===== src/rtl/cavlc_bitstream_shifter.sv =====
// CAVLC bitstream shifter: 64-bit left-justified bit buffer fed by 32-bit words,
// presenting the next 16 unconsumed bits to the coeff-token decoder.
module cavlc_bitstream_shifter (
  input  logic        Clk,
  input  logic        nReset,
  input  logic        Flush,
  input  logic [31:0] InData,
  input  logic        InValid,
  output logic        InReady,
  input  logic        Consume,
  input  logic [4:0]  ShiftAmt,
  output logic [15:0] BitsOut,
  output logic        BitsValid,
  output logic [6:0]  FillLevel,
  output logic [31:0] BitPos,
  output logic        ShiftErr
);

  logic [63:0] bufR;
  logic [6:0]  fillR;
  logic [31:0] bitPosR;
  logic        shiftErrR;
  logic        validR;
  logic        readyR;

  logic [4:0]  effAmtS;
  logic        consumeOkS;
  logic        acceptS;
  logic [63:0] shiftedS;
  logic [6:0]  fillAfterS;
  logic [63:0] bufNextS;
  logic [6:0]  fillNextS;
  logic [31:0] bitPosNextS;
  logic        shiftErrNextS;

  // Next-state: shift out consumed bits first, then append the new word at the post-shift fill.
  always_comb begin
    effAmtS       = 5'd0;
    consumeOkS    = Consume && validR && !Flush;
    acceptS       = InValid && readyR && !Flush;
    shiftedS      = bufR;
    fillAfterS    = fillR;
    bufNextS      = bufR;
    fillNextS     = fillR;
    bitPosNextS   = bitPosR;
    shiftErrNextS = shiftErrR;

    if (ShiftAmt > 5'd16) begin
      effAmtS = 5'd16;
    end else begin
      effAmtS = ShiftAmt;
    end

    if (consumeOkS) begin
      shiftedS      = bufR << effAmtS;
      fillAfterS    = fillR - {2'd0, effAmtS};
      bitPosNextS   = bitPosR + {27'd0, effAmtS};
      shiftErrNextS = shiftErrR | (ShiftAmt > 5'd16);
    end else begin
      shiftedS   = bufR;
      fillAfterS = fillR;
    end

    // Append is only possible at fill <= 32, so the word always fits below the held bits.
    if (acceptS) begin
      bufNextS  = shiftedS | ({InData, 32'd0} >> fillAfterS);
      fillNextS = fillAfterS + 7'd32;
    end else begin
      bufNextS  = shiftedS;
      fillNextS = fillAfterS;
    end

    if (Flush) begin
      bufNextS      = 64'd0;
      fillNextS     = 7'd0;
      bitPosNextS   = 32'd0;
      shiftErrNextS = 1'b0;
    end else begin
      shiftErrNextS = shiftErrNextS;
    end
  end

  // State register; handshake flags are registered alongside the fill they derive from.
  always_ff @(posedge Clk or negedge nReset) begin
    if (!nReset) begin
      bufR      <= 64'd0;
      fillR     <= 7'd0;
      bitPosR   <= 32'd0;
      shiftErrR <= 1'b0;
      validR    <= 1'b0;
      readyR    <= 1'b1;
    end else begin
      bufR      <= bufNextS;
      fillR     <= fillNextS;
      bitPosR   <= bitPosNextS;
      shiftErrR <= shiftErrNextS;
      validR    <= (fillNextS >= 7'd16);
      readyR    <= (fillNextS <= 7'd32);
    end
  end

  assign BitsOut   = bufR[63:48];
  assign BitsValid = validR;
  assign InReady   = readyR;
  assign FillLevel = fillR;
  assign BitPos    = bitPosR;
  assign ShiftErr  = shiftErrR;

endmodule


===== config.mk =====
export PLATFORM = sky130hd
export DESIGN_NAME = cavlc_bitstream_shifter
export DESIGN_NICKNAME = d
export VERILOG_FILES = /design/src/rtl/cavlc_bitstream_shifter.sv
export SDC_FILE = /design/constraint.sdc
export NUM_CORES = 1
export LEC_CHECK = 0
export ABC_CLOCK_PERIOD_IN_PS = 3400
export CAP_MARGIN = 20
export CORE_UTILIZATION = 35
export DETAILED_ROUTE_END_ITERATION = 10
export GPL_TIMING_DRIVEN = 0
export SYNTH_ARGS = -nofsm -noshare
export SYNTH_HDL_FRONTEND = slang
export SYNTH_SLANG_ARGS = --single-unit

===== constraint.sdc =====
create_clock -name Clk -period 3.4 [get_ports Clk]
set_clock_uncertainty 0.1 [all_clocks]
set_input_delay 1.02 -clock Clk [delete_from_list [all_inputs] [get_ports Clk]]
set_output_delay 1.02 -clock Clk [all_outputs]
set_load 0.05 [all_outputs]

==> metrics.md <==
| Metric | Value |
|---|---|
| Clk slew on worst S/H paths | 0.08 ns |
| Tmin final | ~4.5 ns |
| Startpoint types | primary input |
| Post-DR vias/cell | 6.44 |
| F_max | 0.220 GHz |
| GRT overflow | 0 |
| Slew margin rel. | 46.7% |
| Logic pwr share | 68.7% |
| Vias | ~13k |
| Yosys warns | 0 |
| Post-Syn Nets | 1363 |
| Die width | 182 um |
| Drt first pass iters | 6 |
| Post-synth EDFFs | 0 |
| Routed wire length | 53.7 mm |
| Core area | ~32000 sq um |
| Maximum vdd drop | 0.000340 V |
| Yosys top cell by area | dfrtp_1 |
| Pwr/cell area | 625 nW/um^2 |
| Fillcell total | between 2k and 3k |
| Count leader, synth | mux2i_1 |
| Status | finished, violations left |
| Vias in the first global route | 12.6k |
| Sw Share | 50.0% |
| Initial antenna violation count | 1 |
| Final net count | 1601 |
| CP max FO | 5 |
| Max_cap viols | 0 |
| # IOs | 100 |
| Flops & latches, synth | 106 |
| H-tree levels | 3 |
| Period utilization | 134% |
| Starting DRT DRC Count | 1338 |
| Initial Util | 35.8% |
| Pleak | ~6.3 nW |
| First-pass GRT wire length | 78.8 mm |
| Worst Path Required | 3.53 ns |
| Setup Crit Path Kind | primary input to register |
| Finished Core Util | 51.6% |
| Pin count of the biggest net entering global routing | between 50 and 60 |
| Cells on worst reg2reg path | 14 |
| Post-synth cell types | 74 |
| Final Slew Violations | 0 |
| FFs w/ async S/R, synth | 100% |
| Multi-input combinational cell area | 9480 sq um |
| Worst Hold Depth | 2 |
| Clock share of power | 10.7% |
| Area growth syn-to-layout | 44.4% |
| CTS tree | yes |
| Num Clock Sinks | 106 |
| Port bufs | 97 |
| GP Congestion | between 1 and 1.5 |
| Syn Inst Count | around 1.3k |
| Cell internal pwr | 0.00511 W |
| Placement Cell Area | 13200 sq um |
| Layout cells sized above 1 | 34.0% |
| Crit path arrival time | 4.68 ns |
| Register area share after synthesis | 23.5% |
| Maximum clock path buffer count | 2 |
| Least-Margin Pin Slew | 0.800 ns |
| Post-DR wirelength/cell | 27.5 um |
| Failing checks | setup timing |
| Flop2flop setup slack | -1.03 ns |
| Tot GR Track Use | 31.7% |
| Pwr Total | 0.0102 W |
| RSZ-0062 raised after global routing | yes |
| Post-Synthesis Mean Instance Area | around 8.6 sq um |
| Clock tree root buffer cell | clkbuf_16 |
| DP Wirelength | 39.7 mm |
| Antenna Nets Post-Route | 0 |
| Hold Path Class | register to register |
| Dpl ws | -2.73 ns |
| ANT cells | 0 |
| Post-synth top cells | mux2i_1 (211), dfrtp_1 (105), nand2_1 (94) |
| Reg area | 2650 sq um |
| Reg power frac | 20.6% |
| P_sw | 0.00510 W |
| Yosys top cell area share | 23.2% |
| Endpoints failing hold | 0 |
| Crit end category | register |
| Die Area | 33000 sq um |
| Main area contributors after synthesis | dfrtp_1 (23%), mux2i_1 (19%), mux4_2 (5.0%) |
| Mapped Area | 11300 sq um |
| Final worst slack | -1.15 ns |
| Cell area after layout | 16300 sq um |
| Main flop type after synthesis | dfrtp_1 |
| # rows | between 60 and 70 |
| DRC Markers | 0 |
| Die H | 182 um |
| Setup-failing EPs final | 80 |
| Clock latency at the later pin of the worst-skew pair | 0.36 ns |
| Hold Slack | 0.440 ns |
| TritonCTS Buffers | 9 |
worst paths after layout:
check / startpoint / end
hold / removal: ShiftErr / ShiftErr
setup / recovery: ShiftAmt[4] / bufR[20]
max in group asynchronous: nReset / BitPos[22]
hold reg to reg: ShiftErr / ShiftErr
min in group asynchronous: nReset / FillLevel[6]
setup reg to reg: FillLevel[1] / bufR[20]
metrics by stage:
stage,cells,TNS [ns]
finish,1953,-59.66
global route,1953,-64.71
CTS,1923,-52.68
detailed placement,1808,-182.61
global placement,1807,-502.60
floorplan,1308,-51.22
layout make-up:
type,count,area share [%]
clock buffers,9,1.38
multi-input cells,1046,58.0
clock inverters,7,0.483
well taps,402,3.08
repair buffers,229,13.8
inverters,24,0.621
plain buffers,130,6.40
flip-flops and latches,106,16.3
sequential cells by signal, summed over array words and instances, names as in the netlist:
name / flops
BitPos: 32
BitsValid: 1
FillLevel: 7
InReady: 1
ShiftErr: 1
bufR: 64
power groups by stage:
stage	combinational [W]	sequential, W	clock [W]
2_1_floorplan	0.00325	0.00191	0
3_3_place_gp	0.00487	0.00206	0
3_5_place_dp	0.00486	0.00207	0
4_1_cts	0.00633	0.00204	0.00110
5_1_grt	0.00726	0.00209	0.00114
6_report	0.00702	0.00210	0.00109
cell usage in the layout, fill, tap and decap left out, types with 8 or more instances in the layout:
cell,count
ha_1,8
nor2b_1,11
inv_1,21
buf_2,18
mux4_2,25
mux2_4,10
o21ai_0,63
xnor2_1,8
nand4_1,18
mux2i_2,21
mux2i_4,37
buf_6,47
and2_1,12
a211oi_2,8
clkbuf_1,44
clkbuf_16,13
buf_8,8
a22oi_1,14
a21o_1,8
o21ai_1,21
and3_1,13
buf_12,14
nand2_1,82
o211ai_1,39
o22ai_1,15
nand3_1,20
a21oi_2,18
a21oi_1,60
nor3_1,8
nor2_1,81
xor2_1,19
clkdlybuf4s50_1,92
dfrtp_1,105
buf_4,112
a31oi_1,13
a211oi_1,18
mux2_2,31
mux2i_1,154
timing repair:
item,CTS,global route
endpoints found under the hold margin,0,0
setup endpoints to repair,103,96
hold buffers,0,0
cloned,5,0
setup buffers,96,32
resized for setup,315,80
pin swaps,74,51
kinds of logic (layout without fill, tap and decap cells):
logic type      Yosys count  after routing  share of synthesized area (%)
compound gates          407            407                           23.7
simple gates            320            320                           13.7
mux                     278            278                           27.9
buf+inv                 156            399                           7.50
flops                   106            106                           23.5
xor+xnor                 28             28                           2.17
fa+ha+maj                13             13                           1.57
worst max-delay path, stage by stage:
cell	delay, ns
buf_12	0.10
nand2b_4	0.20
inv_6	0.05
buf_12	0.12
buf_12	0.11
buf_16	0.14
ha_4	0.16
fa_2	0.50
nand4bb_4	0.25
buf_8	0.16
buf_8	0.12
o211ai_1	0.13
a21boi_4	0.27
mux2i_2	0.11
mux2_4	0.30
o211ai_1	0.54
a221o_1	0.30
o21ai_1	0.07
routing by layer:
| layer | wire length, um | up-vias | track usage, % |
|---|---|---|---|
| met1 | 21800 | 6192 | 41.1 |
| met2 | 24100 | 767 | 50.2 |
| met4 | 3290 | 2 | 18.1 |
| met5 | 13 | - | 0 |
| met3 | 4480 | 178 | 4.81 |
| li1 | - | 5430 | - |
Power figures use the tool's default switching activity.
